===== src/rtl/jtgng_vidgen.sv =====
// 15 kHz arcade video timing generator with a selectable test pattern.
// Every output is registered from the next {H,V} pair so colour and blanking share the same pixel.
module jtgng_vidgen #(
  parameter int COLORW   = 4,
  parameter int HTOTAL   = 384,
  parameter int HACTIVE  = 256,
  parameter int HS_START = 288,
  parameter int HS_LEN   = 32,
  parameter int VTOTAL   = 262,
  parameter int VB_END   = 16,
  parameter int VB_START = 240,
  parameter int VS_START = 248,
  parameter int VS_LEN   = 3
) (
  input  logic              clk,
  input  logic              rst_n,
  input  logic              cen_i,
  input  logic [1:0]        pattern_sel_i,
  output logic [8:0]        h_o,
  output logic [8:0]        v_o,
  output logic              lhbl_o,
  output logic              lvbl_o,
  output logic              hs_o,
  output logic              vs_o,
  output logic [COLORW-1:0] red_o,
  output logic [COLORW-1:0] green_o,
  output logic [COLORW-1:0] blue_o,
  output logic              frame_o
);

  typedef enum logic [1:0] {PAT_BARS, PAT_GRID, PAT_GRAD, PAT_BLACK} pat_t;

  localparam logic [8:0] H_LAST  = 9'(HTOTAL - 1);
  localparam logic [8:0] V_LAST  = 9'(VTOTAL - 1);
  localparam logic [8:0] H_ACT   = 9'(HACTIVE);
  localparam logic [8:0] H_EDGE  = 9'(HACTIVE - 1);
  localparam logic [8:0] HS_BEG  = 9'(HS_START);
  localparam logic [9:0] HS_END  = 10'(HS_START + HS_LEN);
  localparam logic [8:0] VB_BEG  = 9'(VB_END);
  localparam logic [8:0] VB_STOP = 9'(VB_START);
  localparam logic [8:0] V_EDGE  = 9'(VB_START - 1);
  localparam logic [8:0] VS_BEG  = 9'(VS_START);
  localparam logic [9:0] VS_END  = 10'(VS_START + VS_LEN);
  localparam logic [7:0] VB_OFS  = 8'(VB_END);
  localparam logic [COLORW-1:0] CMAX = {COLORW{1'b1}};

  logic [8:0]        h_q, v_q, h_d, v_d;
  logic              lhbl_q, lvbl_q, hs_q, vs_q, frame_q;
  logic              lhbl_d, lvbl_d, hs_d, vs_d, frame_d;
  logic [COLORW-1:0] red_q, green_q, blue_q, red_d, green_d, blue_d;
  pat_t              pat_q, pat_d;
  logic              h_wrap, frame_start, grid_on;
  logic [7:0]        vrel;
  logic [2:0]        bar;

  always_comb begin
    h_wrap      = (h_q == H_LAST);
    frame_start = h_wrap && (v_q == V_LAST);
    h_d         = h_wrap ? 9'd0 : h_q + 9'd1;
    v_d         = v_q;
    if (h_wrap) v_d = (v_q == V_LAST) ? 9'd0 : v_q + 9'd1;
    frame_d     = frame_start ? ~frame_q : frame_q;
    // The pattern only switches on the frame boundary to avoid tearing.
    pat_d       = frame_start ? pat_t'(pattern_sel_i) : pat_q;

    lhbl_d = (h_d < H_ACT);
    lvbl_d = (v_d >= VB_BEG) && (v_d < VB_STOP);
    hs_d   = !((h_d >= HS_BEG) && ({1'b0, h_d} < HS_END));
    // VS edges are aligned with the HS falling edge.
    vs_d   = vs_q;
    if (h_d == HS_BEG) vs_d = !((v_d >= VS_BEG) && ({1'b0, v_d} < VS_END));

    vrel    = v_d[7:0] - VB_OFS;
    bar     = h_d[7:5];
    grid_on = (h_d[3:0] == 4'd0) || (vrel[3:0] == 4'd0) ||
              (h_d == H_EDGE) || (v_d == V_EDGE);
    red_d   = '0;
    green_d = '0;
    blue_d  = '0;
    if (lhbl_d && lvbl_d) begin
      case (pat_d)
        PAT_BARS: begin
          red_d   = {COLORW{bar[2]}};
          green_d = {COLORW{bar[1]}};
          blue_d  = {COLORW{bar[0]}};
        end
        PAT_GRID: begin
          red_d   = grid_on ? CMAX : '0;
          green_d = grid_on ? CMAX : '0;
          blue_d  = grid_on ? CMAX : '0;
        end
        PAT_GRAD: begin
          red_d   = h_d[7 -: COLORW];
          green_d = vrel[7 -: COLORW];
          blue_d  = CMAX - h_d[7 -: COLORW];
        end
        default: ;
      endcase
    end
  end

  always_ff @(posedge clk or negedge rst_n) begin
    if (!rst_n) begin
      h_q     <= '0;
      v_q     <= '0;
      lhbl_q  <= 1'b1;
      lvbl_q  <= 1'b0;
      hs_q    <= 1'b1;
      vs_q    <= 1'b1;
      red_q   <= '0;
      green_q <= '0;
      blue_q  <= '0;
      frame_q <= 1'b0;
      pat_q   <= PAT_BARS;
    end else if (cen_i) begin
      h_q     <= h_d;
      v_q     <= v_d;
      lhbl_q  <= lhbl_d;
      lvbl_q  <= lvbl_d;
      hs_q    <= hs_d;
      vs_q    <= vs_d;
      red_q   <= red_d;
      green_q <= green_d;
      blue_q  <= blue_d;
      frame_q <= frame_d;
      pat_q   <= pat_d;
    end
  end

  assign h_o     = h_q;
  assign v_o     = v_q;
  assign lhbl_o  = lhbl_q;
  assign lvbl_o  = lvbl_q;
  assign hs_o    = hs_q;
  assign vs_o    = vs_q;
  assign red_o   = red_q;
  assign green_o = green_q;
  assign blue_o  = blue_q;
  assign frame_o = frame_q;

endmodule

===== config.mk =====
export PLATFORM = sky130hd
export DESIGN_NAME = jtgng_vidgen
export DESIGN_NICKNAME = d
export VERILOG_FILES = /design/src/rtl/jtgng_vidgen.sv
export SDC_FILE = /design/constraint.sdc
export NUM_CORES = 1
export LEC_CHECK = 0
export BUFFER_PORTS_ARGS = -buffer_cell sky130_fd_sc_hd__buf_2
export CORE_AREA = 5 5 72 74
export CTS_CLUSTER_DIAMETER = 60
export DETAILED_ROUTE_END_ITERATION = 8
export DIE_AREA = 0 0 77 79
export GPL_TIMING_DRIVEN = 0
export HOLD_SLACK_MARGIN = 0.02
export PLACE_DENSITY = 0.77
export SYNTH_ARGS = -nofsm -noshare
export SYNTH_HDL_FRONTEND = slang
export SYNTH_SLANG_ARGS = --single-unit

===== constraint.sdc =====
create_clock -name clk -period 3.7 [get_ports clk]
set_input_delay 0.185 -clock clk [delete_from_list [all_inputs] [get_ports clk]]
set_output_delay 0.185 -clock clk [all_outputs]
set_load 0.05 [all_outputs]

Word level (Yosys, flattened, before mapping)
Index checks and enable logic that the tools add are counted.
{"block": "classes", "n_addsub": 4, "n_lt_le_gt_ge": 7, "n_eq_ne": 7, "n_mux": 11, "bitwise_logic": 1, "n_reduce_logical": 15}
{"op": "$pmux 4 s3", "n": 3}
{"op": "$eq 9x9->1 const B", "n": 3}
{"op": "$mux 9", "n": 3}
{"op": "$add 9x1->9 const B", "n": 2}
{"op": "$eq 9x8->1 const B", "n": 2}
{"op": "$lt 9x8->1 const B", "n": 2}
{"op": "$lt 9x9->1 const B", "n": 2}
{"op": "$mux 4", "n": 4}
{"op": "$ge 9x5->1 const B", "n": 1}
{"op": "$ge 9x8->1 const B", "n": 1}
{"op": "$ge 9x9->1 const B", "n": 1}
{"op": "$logic_not 4->1", "n": 2}
{"op": "$sub 8x5->8 const B", "n": 1}
{"op": "$logic_and 1x1->1", "n": 5}
{"op": "$reduce_and 2->1", "n": 2}
{"op": "$sub 4x4->4 const A", "n": 1}
{"op": "$logic_or 1x1->1", "n": 3}
{"op": "$eq 2x1->1 const B", "n": 1}
{"op": "$eq 2x2->1 const B", "n": 1}
{"op": "$logic_not 1->1", "n": 2}
{"op": "$logic_not 2->1", "n": 1}
{"op": "$mux 2", "n": 1}
{"op": "$not 1->1", "n": 1}
{"block": "totals", "reg_bits": 37, "in_bits": 5}

Longest topological paths before layout
Gate-level depths: netlist (run 1).
{"block": "logic_depth", "ltp_word": 11, "ltp_mapped": 10, "depth_no_buf": 9}

Worst setup path after synthesis (run 1)
Ideal clock, no wire load.
{"block": "synth_path", "kind": "register -> register", "start": "register h_q[0] (netlist: h_o[0])", "end": "register blue_q[1] (netlist: blue_o[1])", "setup_time_ns": 0.077, "t_arrival_ns": 2.760, "path_slack_ns": 0.863, "path_stages_with_launch": 11, "path_buffers": 2, "synth_period_minus_slack_ns": 2.837, "cell_sequence": "dfrtp_1 > ha_1 > and3_1 > buf_4 > nand3_1 > buf_2 > o31ai_1 > a21oi_1 > nor4_2 > a21oi_1 > o21ai_1"}
{"block": "synth_via", "elab_chain_len": 10, "elab_cells_between_ends": 26, "classes_between": "3 x add/sub; 3 x order compare; 5 x eq/ne; 6 x mux; 9 x reduce/logical"}
{"element": "from (decl)", "line_no": "47", "text": "logic [8:0] h_q, v_q, h_d, v_d;"}
{"element": "from (signal assigned)", "line_no": "104", "text": "h_q <= '0;"}
{"element": "from (signal assigned)", "line_no": "116", "text": "h_q <= h_d;"}
{"element": "$eq 9x9->1", "line_no": "57", "text": "h_wrap = (h_q == H_LAST);"}
{"element": "$mux 9", "line_no": "61", "text": "if (h_wrap) v_d = (v_q == V_LAST) ? 9'd0 : v_q + 9'd1;"}
{"element": "$sub 8x5->8", "line_no": "73", "text": "vrel = v_d[7:0] - VB_OFS;"}
{"element": "$logic_not 4->1", "line_no": "75", "text": "grid_on = (h_d[3:0] == 4'd0) || (vrel[3:0] == 4'd0) ||"}
{"element": "$logic_or 1x1->1 (2 in a row)", "line_no": "75"}
{"element": "$logic_or 1x1->1", "line_no": "76", "text": "(h_d == H_EDGE) || (v_d == V_EDGE);"}
{"element": "$mux 4", "line_no": "90", "text": "blue_d = grid_on ? CMAX : '0;"}
{"element": "$pmux 4 s3", "line_no": "81", "text": "case (pat_d)"}
{"element": "$mux 4 *", "line_no": "80", "text": "if (lhbl_d && lvbl_d) begin"}
{"element": "to (signal assigned)", "line_no": "124", "text": "blue_q <= blue_d;"}
{"element": "to (decl)", "line_no": "50", "text": "logic [COLORW-1:0] red_q, green_q, blue_q, red_d, green_d, blue_d;"}
Mark *: on every way between the ends. The rest lies on a longest branch, timed or not.
A chain may end at the register's enable or synchronous reset.

Worst setup path after layout (run 1)
{"block": "layout_path", "start": "register h_q[0] (netlist: h_o[0])", "end": "register blue_q[3] (netlist: blue_o[3])"}
The elaborated chain is that of the path after synthesis.

==> out/results.txt, run 1 <==
Largest net degree at the start of global routing = 38
Row count = 25
Number of synthesized register bits = 37
Final worst setup slack = 0.6786 ns
Max Freq = 331.0 MHz
CP required = 3.91 ns
Sink Count = 37
Clk_lat worst skew = 0.29 ns
Post-DP HPWL = 4.277 mm
Drt drc = 0
TritonCTS buffer count = 5
Kind of critical path = reg -> reg
H-tree lvl count = 2
Synth-to-Final Area Change = 16.44%
Final nets = 320
VDD IR-drop max = 0.3663 mV
Routed wl met3 = 299 microns
Vias in the first global route = 2025
Antenna diodes = 0
Post-CTS setup buffers = 0
CTS tree = built
Boundary pin count = 40
M1 wire length = 2.665 mm
Full die area = 6083 sq um
Remaining antenna violation count = 0
Root Buffer = clkbuf_8
Wire per inst = 15.77 microns
Syn. warnings = 0
Max-cap violations = 0
Pins Over Slew Limit = 0
Initial antenna violation count = 0
Vias per inst = 5.809
P_leak = 1.206 nW
Unrepaired setup endpoints after global routing = false
Clock-pin slew on the worst setup and hold paths = 0.08 ns
Starting DRT DRC Count = 128
Total GRT Usage = 19.62%
CP Buf/Inv Count = 2
Port Buffers = 39
Fillers = 401
CP max stage delay = 0.72 ns
Fin util = 61.35%
Routability cong. = 0.8976
Finish-stage setup viols = 0
Syn_nets = 273
Worst Skew = 0.009647 ns
Setup TNS = 0 ns
Post-synth ARST share = 100.0%
CP max stage cell = nor4_2
Crit-path cells = ha_1 > and3_1 > buf_4 > nand3_1 > buf_2 > nor4_1 > a211oi_1 > nor4_2 > a21oi_1 > o21ai_1
Final min period = 3.021 ns
Final-report hold violation count = 0
Final wirelength = 5.771 mm
CP startpoint kind = register
Post-synthesis sequential area ratio = 38.90%
Gate Count Post-Synth = 264
Synth Cell Area = 2390 sq um
Max Buffers Root-to-Sink = 2
Ys flop type = dfrtp_1
CP max FO = 10
P per Cell Area = 682.5 nW/um^2
Worst-Margin Slew = 0.8211 ns
Distinct cells, synth = 57
Crit share post-route = 81.66%
Met2 wire length = 2.722 mm
Starting density of the core = 52.69%
Top Metal Used = met4
First-pass GRT wire length = 9.722 mm
Status = completed
Syn Area/Cell = 9.052 sq um
Crit. End Element = register
Top Family by Delay on Critical Path = simple AND/OR/NAND/NOR gates
Dpl ws = 0.7745 ns
Hold Crit Class = in -> reg
Grt total ovfl = 0
Die Y = 79 microns
Die width = 77 microns
Worst slew margin relative to its limit = 45.26%
CORE AREA = 4536 sq um
Post-synth EDFFs = 0
Share of cells above drive strength 1 = 25.00%
Pre-antenna DRT Iters = 4
Critical path arrival = 3.23 ns
Routed vias = 2126
## sequential cells by signal, summed over array words and instances, names as in the netlist, 2 cells and up
register	count
green_o	4
red_o	4
h_o	9
blue_o	4
pat_q	2
v_o	9
## metrics by stage
step	hold slack, ns	cells	power (mW)	cell area (sq um)
2_1_floorplan	-0.1106	264	1.322	2390
3_3_place_gp	0.3293	357	1.520	2653
3_5_place_dp	0.3357	357	1.533	2653
4_1_cts	0.1414	366	1.908	2783
5_1_grt	0.1469	366	2.007	2783
6_report	0.1458	366	1.899	2783
## cells in the mapped netlist (4+ instances only)
cell type / n / area, sq um
inv_1: 5 / 18.77
nor2_1: 19 / 71.32
nor4_1: 4 / 25.02
nor3_1: 7 / 35.03
nor2b_1: 10 / 62.56
nand3_1: 16 / 80.08
buf_2: 6 / 30.03
dfrtp_1: 34 / 850.8
a31oi_1: 4 / 25.02
nor4_2: 4 / 50.05
ha_1: 4 / 50.05
o211ai_1: 4 / 30.03
a21oi_1: 15 / 75.07
mux2_2: 5 / 56.30
o21ai_0: 11 / 55.05
and3_1: 6 / 37.54
o21ai_1: 7 / 35.03
nand2_1: 26 / 97.59
xor2_1: 5 / 43.79
nand2b_1: 6 / 37.54
xnor2_1: 11 / 96.34
clkbuf_1: 6 / 22.52
## cell families (layout without fill, tap and decap cells)
family | after synthesis | in the layout | share of synthesized area [%]
muxes | 8 | 8 | 3.612
adders and majority gates | 4 | 4 | 2.094
buffers and inverters | 20 | 68 | 3.822
and+or+nand+nor | 118 | 118 | 29.27
AOI/OAI and AO/OA | 61 | 61 | 16.44
DFF | 37 | 37 | 38.90
xor gates and xnor gates | 16 | 16 | 5.864
## path summary, 6_finish.rpt
check | startpoint | end | slack [ns] | depth (start not counted)
max | h_o[0] | blue_o[3] | 0.68 | 10
min | pattern_sel_i[0] | pat_q[0] | 0.15 | 2
max reg2reg | h_o[0] | blue_o[3] | 0.68 | 10
min reg2reg | frame_o | frame_o | 0.47 | 1
max in group asynchronous | rst_n | pat_q[1] | 2.65 | 2
min in group asynchronous | rst_n | v_o[5] | 0.52 | 2
## worst reg2reg max path, delay by kind of cell (launching register included)
kind / cells / cell delay (ns)
buffers and inverters: 2 / 0.34
AND/OR/NAND/NOR: 4 / 1.37
flip-flops: 1 / 0.45
adder cells (fa/ha/maj): 1 / 0.34
AO/OA/AOI/OAI: 3 / 0.44
## layout make-up
type                       instances  area, sq um  area share, %
clock inverter                     2        37.54          1.349
sequential                        37        929.6          33.41
multi-input combinational        207         1369          49.19
clock buffer                       6        82.58          2.968
inverter                           5        18.77         0.6745
buffer                            15        72.57          2.608
tap                               54        67.56          2.428
timing repair buffer              40        205.2          7.374
## power by group
| part | switching (mW) | total (mW) | internal (mW) |
|---|---|---|---|
| clock | 0.153 | 0.373 | 0.219 |
| combinational | 0.687 | 0.937 | 0.250 |
| sequential | 0.0755 | 0.589 | 0.514 |
| total | 0.916 | 1.90 | 0.983 |
## per-layer routing
layer	track usage, %	up-vias
li1	-	1045
met1	25.98	1019
met2	31.49	53
met3	4.082	9
met4	7.732	0
met5	0	-
## cell usage in the layout, fill, tap and decap left out, types with 5 or more instances in the layout
| cell type | n |
|---|---|
| buf_2 | 45 |
| dfrtp_1 | 34 |
| nand2_1 | 26 |
| nor2_1 | 19 |
| nand3_1 | 16 |
| a21oi_1 | 15 |
| xnor2_1 | 11 |
| o21ai_0 | 11 |
| nor2b_1 | 10 |
| nor3_1 | 7 |
| o21ai_1 | 7 |
| clkbuf_1 | 6 |
| and3_1 | 6 |
| nand2b_1 | 6 |
| clkbuf_8 | 6 |
| inv_1 | 5 |
| mux2_2 | 5 |
| xor2_1 | 5 |
## repair_timing
| item | in CTS | in global routing |
|---|---|---|
| endpoints found under the hold margin | 16 | 0 |
| gates resized for setup | 0 | 0 |
| hold buffers | 1 | 0 |
No activity file was read; power rests on OpenSTA's default activity.
==> inputs of run 2 (changes only) <==
==> constraint.sdc (replaced) <==
create_clock -name clk -period 2.96 [get_ports clk]
set_input_delay 0.148 -clock clk [delete_from_list [all_inputs] [get_ports clk]]
set_output_delay 0.148 -clock clk [all_outputs]
set_load 0.05 [all_outputs]
==> out/results.txt, run 2 (synthesis results as in run 1) <==
Routed vias = 2155 (+1.4%)
Finish-stage setup viols = 0 (unchanged)
Hold slack final = 0.1077 ns (-0.03817 ns)
CP startpoint kind = register
Clock-pin slew on the worst setup and hold paths = 0.08 ns (about the same)
Critical path arrival = 2.99 ns (-0.24 ns)
Grt total ovfl = 0 (unchanged)
TritonCTS buffer count = 5 (unchanged)
Port Buffers = 39 (unchanged)
First-pass GRT wire length = 9.777 mm (+0.57%)
Clk_lat worst skew = 0.29 ns (about the same)
CTS tree = built
Synth-to-Final Area Change = 19.01%
Crit share post-route = 94.01% (+12 points)
Pins Over Slew Limit = 0 (unchanged)
P per Cell Area = 839.0 nW/um^2 (+23%)
CORE AREA = 4536 sq um (unchanged)
Hold Crit Class = in -> reg
Vias per inst = 5.840 (+0.54%)
Remaining antenna violation count = 0 (unchanged)
Initial antenna violation count = 0 (unchanged)
Die width = 77 microns (unchanged)
VDD IR-drop max = 0.4735 mV (+29%)
Area occupied by multi-input gates = 1408 sq um (+2.8%)
Total GRT Usage = 19.74% (+0.12 points)
Antenna diodes = 0 (unchanged)
Row count = 25 (unchanged)
Final-report hold violation count = 0 (unchanged)
Die Y = 79 microns (unchanged)
Final wirelength = 5.930 mm (+2.8%)
Unrepaired setup endpoints after global routing = false
Pre-antenna DRT Iters = 5 (+1)
Worst Skew = 0.01062 ns (+0.0009690 ns)
Drt drc = 0 (unchanged)
Starting DRT DRC Count = 142 (+11%)
Final min period = 2.783 ns (-0.2386 ns)
Max Freq = 359.4 MHz (+8.6%)
Crit. End Element = register
Share of cells above drive strength 1 = 27.94% (+2.9 points)
CP required = 3.17 ns (-0.74 ns)
Kind of critical path = reg -> reg
Starting density of the core = 52.69% (unchanged)
H-tree lvl count = 2 (unchanged)
Fillers = 392 (-2.2%)
Boundary pin count = 40 (unchanged)
Final nets = 323 (+0.94%)
Sink Count = 37 (unchanged)
Vias in the first global route = 2025 (unchanged)
CP max FO = 10 (unchanged)
Post-DP HPWL = 4.277 mm (unchanged)
Max-cap violations = 0 (unchanged)
Status = completed
Worst-Margin Slew = 0.8339 ns (+0.01282 ns)
Commonest non-fill, non-tap cells in the layout = 45 x buf_2, 34 x dfrtp_1, 26 x nand2_1
Routability cong. = 0.8976 (unchanged)
Worst slew margin relative to its limit = 44.40% (-0.85 points)
Setup TNS = 0 ns (unchanged)
Max Buffers Root-to-Sink = 2 (unchanged)
Wire per inst = 16.07 microns (+1.9%)
P_leak = 1.229 nW (+1.9%)
Pwr Total = 2.386 mW (+26%)
Largest net degree at the start of global routing = 38 (unchanged)
Root Buffer = clkbuf_8
FF/Latch Area = 929.6 sq um (unchanged)
Full die area = 6083 sq um (unchanged)
Most common cell after layout, fill and taps aside = buf_2
==> run 2: path summary, 6_finish.rpt <==
check / cells after the start / from / endpoint / slack [ns]
max: 9 / h_o[0] / blue_o[0] / 0.18
min: 2 / pattern_sel_i[0] / pat_q[0] / 0.11
max reg2reg: 9 / h_o[0] / blue_o[0] / 0.18
min reg2reg: 1 / frame_o / frame_o / 0.47
max in group asynchronous: 2 / rst_n / pat_q[1] / 1.94
min in group asynchronous: 2 / rst_n / v_o[5] / 0.49
==> run 2: cell type report <==
class                           instances  area share, %
Buffer                                 15          2.552
Timing Repair Buffer                   43          8.007
Clock buffer                            6          2.904
Sequential cell                        37          32.69
Tap cell                               54          2.376
Inverter                                5         0.6599
Clock inverter                          2          1.320
Multi-Input combinational cell        207          49.49
==> run 2: metrics by stage <==
step	area, sq um	setup WS, ns	cells	utilization (%)
after global routing	2844	0.008674	369	62.70
after CTS	2791	0.003546	366	61.54
after global placement	2653	0.08512	357	58.48
after floorplan	2390	0.1233	264	-
final	2844	0.1772	369	62.70
after detailed placement	2653	0.03447	357	58.48
==> run 2: worst max-delay path, cell delays in order, from the launching register on <==
cell	delay (ns)
dfrtp_1	0.46
ha_2	0.29
nand4_4	0.21
nor4_2	0.32
xnor2_1	0.25
or3b_4	0.46
nor4_4	0.29
nor3_2	0.09
buf_4	0.18
o211ai_2	0.15
==> run 2: power by group <==
group | internal (mW) | switching (mW)
logic | 0.321 | 0.864
clock network | 0.274 | 0.192
registers | 0.642 | 0.0936
total | 1.24 | 1.15
==> run 2: repair_timing <==
item,in CTS,in global routing
pin swaps,0,3
gates resized for setup,1,8
hold buffers,1,0
setup endpoints to repair,1,13
setup buffers,0,3
hold endpoints to repair,34,0
==> run 2: metal layers <==
metal	share of wire, %	wire length [microns]	vias up	global-route usage (%)
met5	0	0	-	0
met4	1.5	87	0	7.732
met3	5.2	308	11	4.082
met2	47	2809	61	31.66
met1	46	2724	1030	26.19
li1	-	-	1053	-
==> inputs of run 3 (changes only) <==
--- a/config.mk
+++ b/config.mk
@@ -12,7 +12,7 @@
 export DIE_AREA = 0 0 77 79
 export GPL_TIMING_DRIVEN = 0
 export HOLD_SLACK_MARGIN = 0.02
-export PLACE_DENSITY = 0.77
+export PLACE_DENSITY = 0.82
 export SYNTH_ARGS = -nofsm -noshare
 export SYNTH_HDL_FRONTEND = slang
 export SYNTH_SLANG_ARGS = --single-unit
==> out/results.txt, run 3 (synthesis results as in run 1) <==
Final nets = 321 (-0.62%)
Worst slew margin relative to its limit = 44.20% (-0.20 points)
Crit-path cells = ha_2 > and3_1 > buf_4 > nand3_1 > buf_2 > nor4_1 > a211oi_2 > nor4_4 > a21oi_1 > o21ai_1
Top Family by Delay on Critical Path = simple AND/OR/NAND/NOR gates
Full die area = 6083 sq um (unchanged)
Pwr Total = 2.357 mW (-1.2%)
Synth-to-Final Area Change = 18.01%
Max-cap violations = 0 (unchanged)
Hold Crit Class = in -> reg
Routed vias = 2195 (+1.9%)
Wire per inst = 16.02 microns (-0.29%)
Max Freq = 358.1 MHz (-0.34%)
CP Buf/Inv Count = 2 (+1)
Final-report hold violation count = 0 (unchanged)
CP max stage delay = 0.53 ns (+0.07 ns)
Crit share post-route = 94.33% (+0.32 points)
Sink Count = 37 (unchanged)
Final min period = 2.792 ns (+0.009397 ns)
Boundary pin count = 40 (unchanged)
Finish-stage setup viols = 0 (unchanged)
Final wirelength = 5.881 mm (-0.83%)
Drt drc = 0 (unchanged)
Fin util = 62.18% (-0.52 points)
Total GRT Usage = 19.86% (+0.13 points)
Die width = 77 microns (unchanged)
Hold slack final = 0.1033 ns (-0.004340 ns)
P_leak = 1.216 nW (-1.0%)
Starting DRT DRC Count = 125 (-12%)
Critical path arrival = 3.02 ns (+0.03 ns)
Worst Skew = 0.008470 ns (-0.002146 ns)
Pre-antenna DRT Iters = 4 (-1)
Final Cell Area = 2820 sq um (-0.84%)
Root Buffer = clkbuf_8
Vias in the first global route = 2142 (+5.8%)
H-tree lvl count = 2 (unchanged)
P per Cell Area = 835.8 nW/um^2 (-0.38%)
Status = completed
Pins Over Slew Limit = 0 (unchanged)
Crit. End Element = register
Vias per inst = 5.981 (+2.4%)
CP max stage cell = nor4_4
CORE AREA = 4536 sq um (unchanged)
Post-place instance area = 2653 sq um (unchanged)
Grt total ovfl = 0 (unchanged)
First-pass GRT wire length = 9.998 mm (+2.3%)
Commonest non-fill, non-tap cells in the layout = 45 x buf_2, 34 x dfrtp_1, 26 x nand2_1
Port Buffers = 39 (unchanged)
Clock-pin slew on the worst setup and hold paths = 0.08 ns (about the same)
Remaining antenna violation count = 0 (unchanged)
Largest net degree at the start of global routing = 38 (unchanged)
Most common cell after layout, fill and taps aside = buf_2
Starting density of the core = 52.69% (unchanged)
Post-DP HPWL = 4.261 mm (-0.36%)
Max Buffers Root-to-Sink = 2 (unchanged)
Kind of critical path = reg -> reg
Worst-Margin Slew = 0.8370 ns (+0.003045 ns)
Initial antenna violation count = 0 (unchanged)
Setup TNS = 0 ns (unchanged)
Antenna diodes = 0 (unchanged)
Share of cells above drive strength 1 = 26.84% (-1.1 points)
Die Y = 79 microns (unchanged)
Row count = 25 (unchanged)
CP startpoint kind = register
CP required = 3.18 ns (about the same)
Routability cong. = 0.9360 (+4.3%)
CTS tree = built
Clk_lat worst skew = 0.29 ns (about the same)
VDD IR-drop max = 0.4847 mV (+2.4%)
CP max FO = 10 (unchanged)
TritonCTS buffer count = 5 (unchanged)
==> run 3: area by class of cell <==
type                       count  area, sq um
sequential                    37        929.6
clock buffer                   6        72.57
timing repair buffer          41        212.7
buffer                        15        72.57
tap                           54        67.56
multi-input combinational    207         1411
clock inverter                 2        35.03
inverter                       5        18.77
fill                         392         1715
==> run 3: what timing repair did <==
action | CTS | global route
gates resized for setup | 0 | 8
hold buffers | 1 | 0
hold endpoints to repair | 34 | 0
endpoints found under the setup margin | 0 | 13
setup buffers | 0 | 1
==> run 3: stage by stage <==
stage          worst slack [ns]  std cells
3_5_place_dp            0.02950        357
4_1_cts                0.005530        366
6_report                 0.1678        367
3_3_place_gp            0.09467        357
2_1_floorplan            0.1233        264
5_1_grt               -0.004249        367
==> run 3: where the power goes <==
group	total [mW]	switching, mW	internal, mW
Sequential	0.738	0.0957	0.642
Clock	0.435	0.185	0.250
Combinational	1.18	0.865	0.319
==> run 3: path summary, 6_finish.rpt <==
path,depth (start not counted),slack (ns),startpoint,end
hold / removal,2,0.10,pattern_sel_i[1],pat_q[1]
hold reg to reg,2,0.47,lhbl_o,lhbl_o
setup / recovery,10,0.17,h_o[0],blue_o[1]
min in group asynchronous,2,0.49,rst_n,pat_q[1]
setup reg to reg,10,0.17,h_o[0],blue_o[1]
max in group asynchronous,2,1.94,rst_n,h_o[7]
==> run 3: per-layer routing <==
metal	GRT usage, %	up-vias	part of all wire, %
met1	25.34	1082	43
met3	3.968	6	6.2
li1	-	1051	-
met4	6.529	0	1.1
met2	33.79	56	50
met5	0	-	0
==> run 3: worst register-to-register path: cells and delay by family (launching register included) <==
family	cells	cell delay, ns
AOI/OAI and AO/OA	3	0.39
adders and majority gates	1	0.30
buffers and inverters	2	0.34
DFF	1	0.47
and+or+nand+nor	4	1.23
